--- src/rtl/core_ctrl_pkg.sv ---
// +------------------------------------------------------------------+
// | core_ctrl_pkg                                                     |
// | Shared types and encodings for the multi-cycle RV64 control path. |
// | Rev 1.0                                                           |
// +------------------------------------------------------------------+
`default_nettype none

package core_ctrl_pkg;

  typedef enum logic [3:0] {
    S_IDLE    = 4'd0,
    S_FETCH   = 4'd1,
    S_DECODE  = 4'd2,
    S_MEMADDR = 4'd3,
    S_MEMRD   = 4'd4,
    S_MEMWR   = 4'd5,
    S_WB_MEM  = 4'd6,
    S_EXEC_R  = 4'd7,
    S_WB_ALU  = 4'd8,
    S_BRANCH  = 4'd9
  } state_t;

  localparam logic [6:0] OP_LD    = 7'b0000011;
  localparam logic [6:0] OP_SD    = 7'b0100011;
  localparam logic [6:0] OP_RTYPE = 7'b0110011;
  localparam logic [6:0] OP_BEQ   = 7'b1100011;

  localparam logic [1:0] ALUOP_ADD   = 2'b00;
  localparam logic [1:0] ALUOP_SUB   = 2'b01;
  localparam logic [1:0] ALUOP_FUNCT = 2'b10;

  localparam logic       SRCA_PC   = 1'b0;
  localparam logic       SRCA_RS1  = 1'b1;
  localparam logic [1:0] SRCB_RS2  = 2'b00;
  localparam logic [1:0] SRCB_IMM  = 2'b01;
  localparam logic [1:0] SRCB_FOUR = 2'b10;

  typedef struct packed {
    logic [1:0] alu_op;
    logic       alu_src_a;
    logic [1:0] alu_src_b;
    logic       mem_read;
    logic       mem_write;
    logic       ir_write;
    logic       pc_write;
    logic       pc_src;
    logic       aluout_write;
    logic       reg_write;
    logic       mem_to_reg;
    logic       instr_done;
  } ctrl_t;

  // States that stall on the memory port and are covered by the timeout
  function automatic logic is_wait_state(input state_t s);
    return (s == S_FETCH) || (s == S_MEMRD) || (s == S_MEMWR);
  endfunction

endpackage

`default_nettype wire

--- src/rtl/ctrl_out_decode.sv ---
// +------------------------------------------------------------------+
// | ctrl_out_decode                                                   |
// | Combinational state-to-control-vector table for multicycle_ctrl.  |
// | Rev 1.0                                                           |
// +------------------------------------------------------------------+
`default_nettype none

module ctrl_out_decode
  import core_ctrl_pkg::*;
(
  input  state_t state,
  input  logic   zero,
  input  logic   mem_ready,
  output ctrl_t  ctrl
);

  always_comb begin
    ctrl = '0;
    case (state)
      S_FETCH: begin
        ctrl.mem_read  = 1'b1;
        ctrl.alu_src_a = SRCA_PC;
        ctrl.alu_src_b = SRCB_FOUR;
        ctrl.alu_op    = ALUOP_ADD;
        ctrl.ir_write  = mem_ready;
        ctrl.pc_write  = mem_ready;
      end
      S_DECODE: begin
        ctrl.alu_src_a    = SRCA_PC;
        ctrl.alu_src_b    = SRCB_IMM;
        ctrl.alu_op       = ALUOP_ADD;
        ctrl.aluout_write = 1'b1;
      end
      S_MEMADDR: begin
        ctrl.alu_src_a    = SRCA_RS1;
        ctrl.alu_src_b    = SRCB_IMM;
        ctrl.alu_op       = ALUOP_ADD;
        ctrl.aluout_write = 1'b1;
      end
      S_MEMRD: ctrl.mem_read = 1'b1;
      S_MEMWR: begin
        ctrl.mem_write  = 1'b1;
        ctrl.instr_done = mem_ready;
      end
      S_WB_MEM: begin
        ctrl.reg_write  = 1'b1;
        ctrl.mem_to_reg = 1'b1;
        ctrl.instr_done = 1'b1;
      end
      S_EXEC_R: begin
        ctrl.alu_src_a    = SRCA_RS1;
        ctrl.alu_src_b    = SRCB_RS2;
        ctrl.alu_op       = ALUOP_FUNCT;
        ctrl.aluout_write = 1'b1;
      end
      S_WB_ALU: begin
        ctrl.reg_write  = 1'b1;
        ctrl.instr_done = 1'b1;
      end
      // Only output that depends on a datapath flag: branch taken on zero
      S_BRANCH: begin
        ctrl.alu_src_a  = SRCA_RS1;
        ctrl.alu_src_b  = SRCB_RS2;
        ctrl.alu_op     = ALUOP_SUB;
        ctrl.pc_src     = 1'b1;
        ctrl.pc_write   = zero;
        ctrl.instr_done = 1'b1;
      end
      default: ctrl = '0;
    endcase
  end

endmodule

`default_nettype wire

--- src/rtl/multicycle_ctrl.sv ---
// +------------------------------------------------------------------+
// | multicycle_ctrl                                                   |
// | Main control FSM of the multi-cycle RV64 core, with memory        |
// | timeout trap. Optional perf counters under macro PERF_CNT_EN.     |
// | Rev 1.0                                                           |
// +------------------------------------------------------------------+
`default_nettype none

module multicycle_ctrl
  import core_ctrl_pkg::*;
#(
  parameter int MEM_TIMEOUT = 16,
  parameter int CNT_W       = 32
) (
  input  logic       clk,
  input  logic       rst_n,
  input  logic [6:0] opcode,
  input  logic       zero,
  input  logic       mem_ready,
  output logic [1:0] alu_op,
  output logic       alu_src_a,
  output logic [1:0] alu_src_b,
  output logic       mem_read,
  output logic       mem_write,
  output logic       ir_write,
  output logic       pc_write,
  output logic       pc_src,
  output logic       aluout_write,
  output logic       reg_write,
  output logic       mem_to_reg,
  output logic       instr_done,
  output logic       illegal,
  output logic       bus_err,
  output logic [3:0] state_dbg
`ifdef PERF_CNT_EN
  ,
  output logic [CNT_W-1:0] cycle_cnt,
  output logic [CNT_W-1:0] instret_cnt
`endif
);

  localparam int          c_to_w    = (MEM_TIMEOUT > 2) ? $clog2(MEM_TIMEOUT) : 1;
  localparam logic [c_to_w-1:0] c_to_last = c_to_w'(MEM_TIMEOUT - 1);

  state_t            r_state;
  state_t            w_next;
  logic [c_to_w-1:0] r_to_cnt;
  logic              r_illegal;
  logic              r_bus_err;
  logic              w_wait;
  logic              w_timeout;
  logic              w_set_illegal;
  ctrl_t             w_ctrl;

  assign w_wait    = is_wait_state(r_state) && !mem_ready;
  assign w_timeout = w_wait && (r_to_cnt == c_to_last);

  always_ff @(posedge clk or negedge rst_n) begin
    if (!rst_n) begin
      r_state   <= S_IDLE;
      r_to_cnt  <= '0;
      r_illegal <= 1'b0;
      r_bus_err <= 1'b0;
    end else begin
      r_state   <= w_next;
      r_to_cnt  <= (w_wait && !w_timeout) ? r_to_cnt + 1'b1 : '0;
      r_illegal <= r_illegal | w_set_illegal;
      r_bus_err <= r_bus_err | w_timeout;
    end
  end

  always_comb begin
    w_next        = r_state;
    w_set_illegal = 1'b0;
    case (r_state)
      S_IDLE:   w_next = S_FETCH;
      S_FETCH: begin
        if (mem_ready)      w_next = S_DECODE;
        else if (w_timeout) w_next = S_IDLE;
      end
      S_DECODE: begin
        case (opcode)
          OP_LD, OP_SD: w_next = S_MEMADDR;
          OP_RTYPE:     w_next = S_EXEC_R;
          OP_BEQ:       w_next = S_BRANCH;
          default: begin
            w_next        = S_FETCH;
            w_set_illegal = 1'b1;
          end
        endcase
      end
      S_MEMADDR: w_next = (opcode == OP_SD) ? S_MEMWR : S_MEMRD;
      S_MEMRD: begin
        if (mem_ready)      w_next = S_WB_MEM;
        else if (w_timeout) w_next = S_IDLE;
      end
      S_MEMWR: begin
        if (mem_ready)      w_next = S_FETCH;
        else if (w_timeout) w_next = S_IDLE;
      end
      S_EXEC_R: w_next = S_WB_ALU;
      S_WB_MEM, S_WB_ALU, S_BRANCH: w_next = S_FETCH;
      default:  w_next = S_IDLE;
    endcase
  end

  ctrl_out_decode u_decode (
    .state     (r_state),
    .zero      (zero),
    .mem_ready (mem_ready),
    .ctrl      (w_ctrl)
  );

  assign alu_op       = w_ctrl.alu_op;
  assign alu_src_a    = w_ctrl.alu_src_a;
  assign alu_src_b    = w_ctrl.alu_src_b;
  assign mem_read     = w_ctrl.mem_read;
  assign mem_write    = w_ctrl.mem_write;
  assign ir_write     = w_ctrl.ir_write;
  assign pc_write     = w_ctrl.pc_write;
  assign pc_src       = w_ctrl.pc_src;
  assign aluout_write = w_ctrl.aluout_write;
  assign reg_write    = w_ctrl.reg_write;
  assign mem_to_reg   = w_ctrl.mem_to_reg;
  assign instr_done   = w_ctrl.instr_done;
  assign illegal      = r_illegal;
  assign bus_err      = r_bus_err;
  assign state_dbg    = r_state;

`ifdef PERF_CNT_EN
  logic [CNT_W-1:0] r_cycle_cnt;
  logic [CNT_W-1:0] r_instret_cnt;

  always_ff @(posedge clk or negedge rst_n) begin
    if (!rst_n) begin
      r_cycle_cnt   <= '0;
      r_instret_cnt <= '0;
    end else begin
      if (r_state != S_IDLE)  r_cycle_cnt   <= r_cycle_cnt + 1'b1;
      if (w_ctrl.instr_done)  r_instret_cnt <= r_instret_cnt + 1'b1;
    end
  end

  assign cycle_cnt   = r_cycle_cnt;
  assign instret_cnt = r_instret_cnt;
`endif

endmodule

`default_nettype wire
--- config.mk ---
export PLATFORM = sky130hd
export DESIGN_NAME = multicycle_ctrl
export DESIGN_NICKNAME = d
export VERILOG_FILES = /design/src/rtl/core_ctrl_pkg.sv /design/src/rtl/ctrl_out_decode.sv /design/src/rtl/multicycle_ctrl.sv
export SDC_FILE = /design/constraint.sdc
export NUM_CORES = 1
export LEC_CHECK = 0
export CAP_MARGIN = 20
export CORE_ASPECT_RATIO = 1.1
export CORE_MARGIN = 10
export CORE_UTILIZATION = 37
export DETAILED_ROUTE_END_ITERATION = 10
export HOLD_SLACK_MARGIN = 0.12
export PLACE_DENSITY = 0.78
export SLEW_MARGIN = 20
export SYNTH_ARGS = -nofsm -noshare
export SYNTH_HDL_FRONTEND = slang
export SYNTH_SLANG_ARGS = --single-unit
--- constraint.sdc ---
create_clock -name clk -period 1.2 [get_ports clk]
set_input_delay 0.18 -clock clk [delete_from_list [all_inputs] [get_ports clk]]
set_output_delay 0.18 -clock clk [all_outputs]
set_load 0.02 [all_outputs]
==> out/metrics.cfg, run 1 <==
[power_and_ir_drop]
leakage_nw=0.730
power_frac_clock=0.082
total_power_mw=3.70
comb_power_share=0.766
vdd_ir_drop_max_v=0.00161
p_sw_frac=0.441
p_int_mw=2.07
p_seq_frac=0.152
powerDensity_nw_per_um2=2260
switchingPower_mw=1.63

[place]
placed_area_um2=1280
gp_congestion=0.841
port_buffers=30
place_ws_ns=-0.592
dp_hpwl_um=2020

[timing]
tightest_slew_ns=0.460
fin_ws_ns=-0.418
finalSetupViolCount=26
fin_setup_tns_ns=-6.17
final_max_slew_viol_count=0
fin_crit_sh=1.35
slew_headroom=0.693
fmax_ghz=0.618
hold_viol_final=0
rsz0062_at_grt=true
period_minus_slack_ns=1.62
skew_ns=0.00232

[floorplan]
die_y_um=65.8
std_cell_rows=16
start_util=0.391
io_pins=31
die_x_um=61.6
die-area_um2=4050
core_um2=1800

[finish]
num-fill-cells=79
nets=165
drive_gt1_frac=0.645
syn_to_final_growth_pct=132
mostFrequentLayoutCells=buf_6, buf_4, clkdlybuf4s50_1
multiInputGateArea_um2=628
ff_latch_area_um2=255
stdcell_area_um2=1640
final_common_cell=buf_6
fin_util=0.908
diodes=0

[synthesis]
synth_edf_count=0
ys.flop_type=dfrtp_1
avgSynthCellArea_um2=8.19
synth_top_area_share=0.355
ys_types=29
syn_area_um2=704
synth.largest_area_cell=dfrtp_1
syn_nets=98
yosys-top-cells-area=dfrtp_1, nor2_1, nor3b_2, nand2b_1, a21oi_1
ys_ff_latch=10
ys_async_sr_fraction=1.00
ys_seq_area_frac=0.355
yosysWarnings=0
syn_inst=86

[grt]
grtUsageMet3=0.0308
use_met1=0.167
grt_pass1_wl_um=5020
grtUsageTotal=0.164
grt_pass1_vias=1018
antenna_found_initial=0
overflow=0
grt_start_max_net_pins=11
grt_busiest_layer=met2
grt_use_met2=0.291

[run_status]
status=finished with violations
violations=setup timing

[route]
viasPerCell=5.83
post_drt_wl_per_cell_um=21.1
drcViolationCount=0
drt-total-wl_um=3580
ant_nets=0
drtPass1Iterations=4
via_count=991
drtIter0Drc=33

[job]
cap_violations=0

[worst_setup_path]
worstReg2RegEnd=state_dbg[0]
r2r_setup_slack_ns=-0.32
reg2reg_depth=7
crit_path_max_incr_delay_ns=0.50
worstPathMaxFanout=6
cp-start-kind=register
worstPathRequired_ns=1.02
path_buf_inv=1
critPathArrivalTime_ns=1.44
worstReg2RegStart=state_dbg[1]
path_delay_family=flip-flops
path_cells=nand2b_4 -> nor2_2 -> nor2_1 -> nor2_2 -> buf_4
cp-end-kind=primary output
critPathSlowestCell=dfrtp_2
critical_path_class=reg -> out
crit_top_cell=nor2_2

[clocking]
cts-root-buf=clkbuf_4
clock_latency_ns=0.27
clock-sinks=10
clk_pin_slew_ns=0.07
cts_tree=done
clk_path_buf_depth=2
numCtsBuffers=3
htreeDepth=1

[min_path]
hp-class=in -> async

==> synth_stat cells, types with 2 or more instances <==
cell	count
xnor2_1	2
nand4_1	2
nand2b_1	5
inv_1	3
nor3_1	4
o21ai_0	4
buf_2	2
buf_4	2
o21ai_1	3
a21boi_1	2
nor3b_2	3
a21o_1	3
nand3_1	3
nor2b_1	4
nand2_1	3
nor2_1	14
a21oi_1	6
dfrtp_1	10
==> worst max path at each step <==
| stage | from | end | slack (ns) | cells past startpoint |
|---|---|---|---|---|
| 6_report | state_dbg[3] | alu_src_a | -0.42 | 5 |
| 2_1_floorplan | state_dbg[1] | pc_write | -0.17 | 5 |
| 5_1_grt | state_dbg[3] | alu_src_a | -0.47 | 5 |
| 3_5_place_dp | mem_ready | pc_write | -0.59 | 5 |
| 4_1_cts | state_dbg[3] | pc_write | -0.35 | 5 |
| 3_3_place_gp | mem_ready | pc_write | -0.55 | 5 |
==> kinds of logic (layout without fill, tap and decap cells) <==
kind of cell    Yosys count  after routing  synth area share
buf+inv                   8             74            0.0568
fa+ha+maj                 1              1            0.0178
compound gates           23             23             0.201
xor+xnor                  2              2            0.0249
flops                    10             10             0.355
simple gates             42             42             0.345
==> cell type report <==
cell class / count / area share
flip-flops and latches: 10 / 0.156
well taps: 18 / 0.0138
multi-input cells: 68 / 0.384
clock buffers: 4 / 0.0222
inverters: 3 / 0.00689
repair buffers: 67 / 0.417
==> metal layers <==
metal | routed length (µm) | share of wire | vias to the layer above
met4 | 214 | 0.060 | 0
met5 | 0 | 0 | -
met1 | 1280 | 0.36 | 489
met3 | 210 | 0.059 | 20
li1 | - | - | 437
met2 | 1880 | 0.52 | 45
==> timing repair <==
action,CTS,global route
setup endpoints to repair,30,29
cloned,0,0
buffers inserted,10,5
gates resized for setup,143,16
hold buffers,0,0
pin swaps,10,11
endpoints found under the hold margin,0,0
==> state kept, by name, indices dropped and copies added (netlist names) <==
name,cells
r_to_cnt,4
bus_err,1
illegal,1
state_dbg,4
==> power groups by stage <==
stage	Combinational [mW]	Sequential, mW	Clock, mW
after floorplan	1.01	0.596	0
after global placement	1.99	0.538	0
after detailed placement	2.03	0.547	0
after CTS	2.49	0.554	0.313
after global routing	2.96	0.579	0.342
final	2.84	0.563	0.302
==> per-stage QoR <==
stage | hold slack, ns | cells
6_report | 0.229 | 170
5_1_grt | 0.232 | 170
4_1_cts | 0.230 | 166
3_5_place_dp | 0.459 | 152
3_3_place_gp | 0.452 | 152
2_1_floorplan | -0.116 | 86
==> worst reg2reg max path: cells and delay by family (launching register included) <==
| kind | cells | cell delay [ns] |
|---|---|---|
| buffers and inverters | 4 | 0.55 |
| and+or+nand+nor | 3 | 0.36 |
| DFF | 1 | 0.47 |
Note: power is estimated with default switching activity, not from simulation.
==> run 2, diff against run 1 <==
--- a/config.mk
+++ b/config.mk
@@ -9,6 +9,7 @@
 export CORE_ASPECT_RATIO = 1.1
 export CORE_MARGIN = 10
 export CORE_UTILIZATION = 37
+export CTS_CLUSTER_SIZE = 20
 export DETAILED_ROUTE_END_ITERATION = 10
 export HOLD_SLACK_MARGIN = 0.12
 export PLACE_DENSITY = 0.78
==> results of run 2 <==
The final DEF is identical to that of run 1; final timing and power are the same.
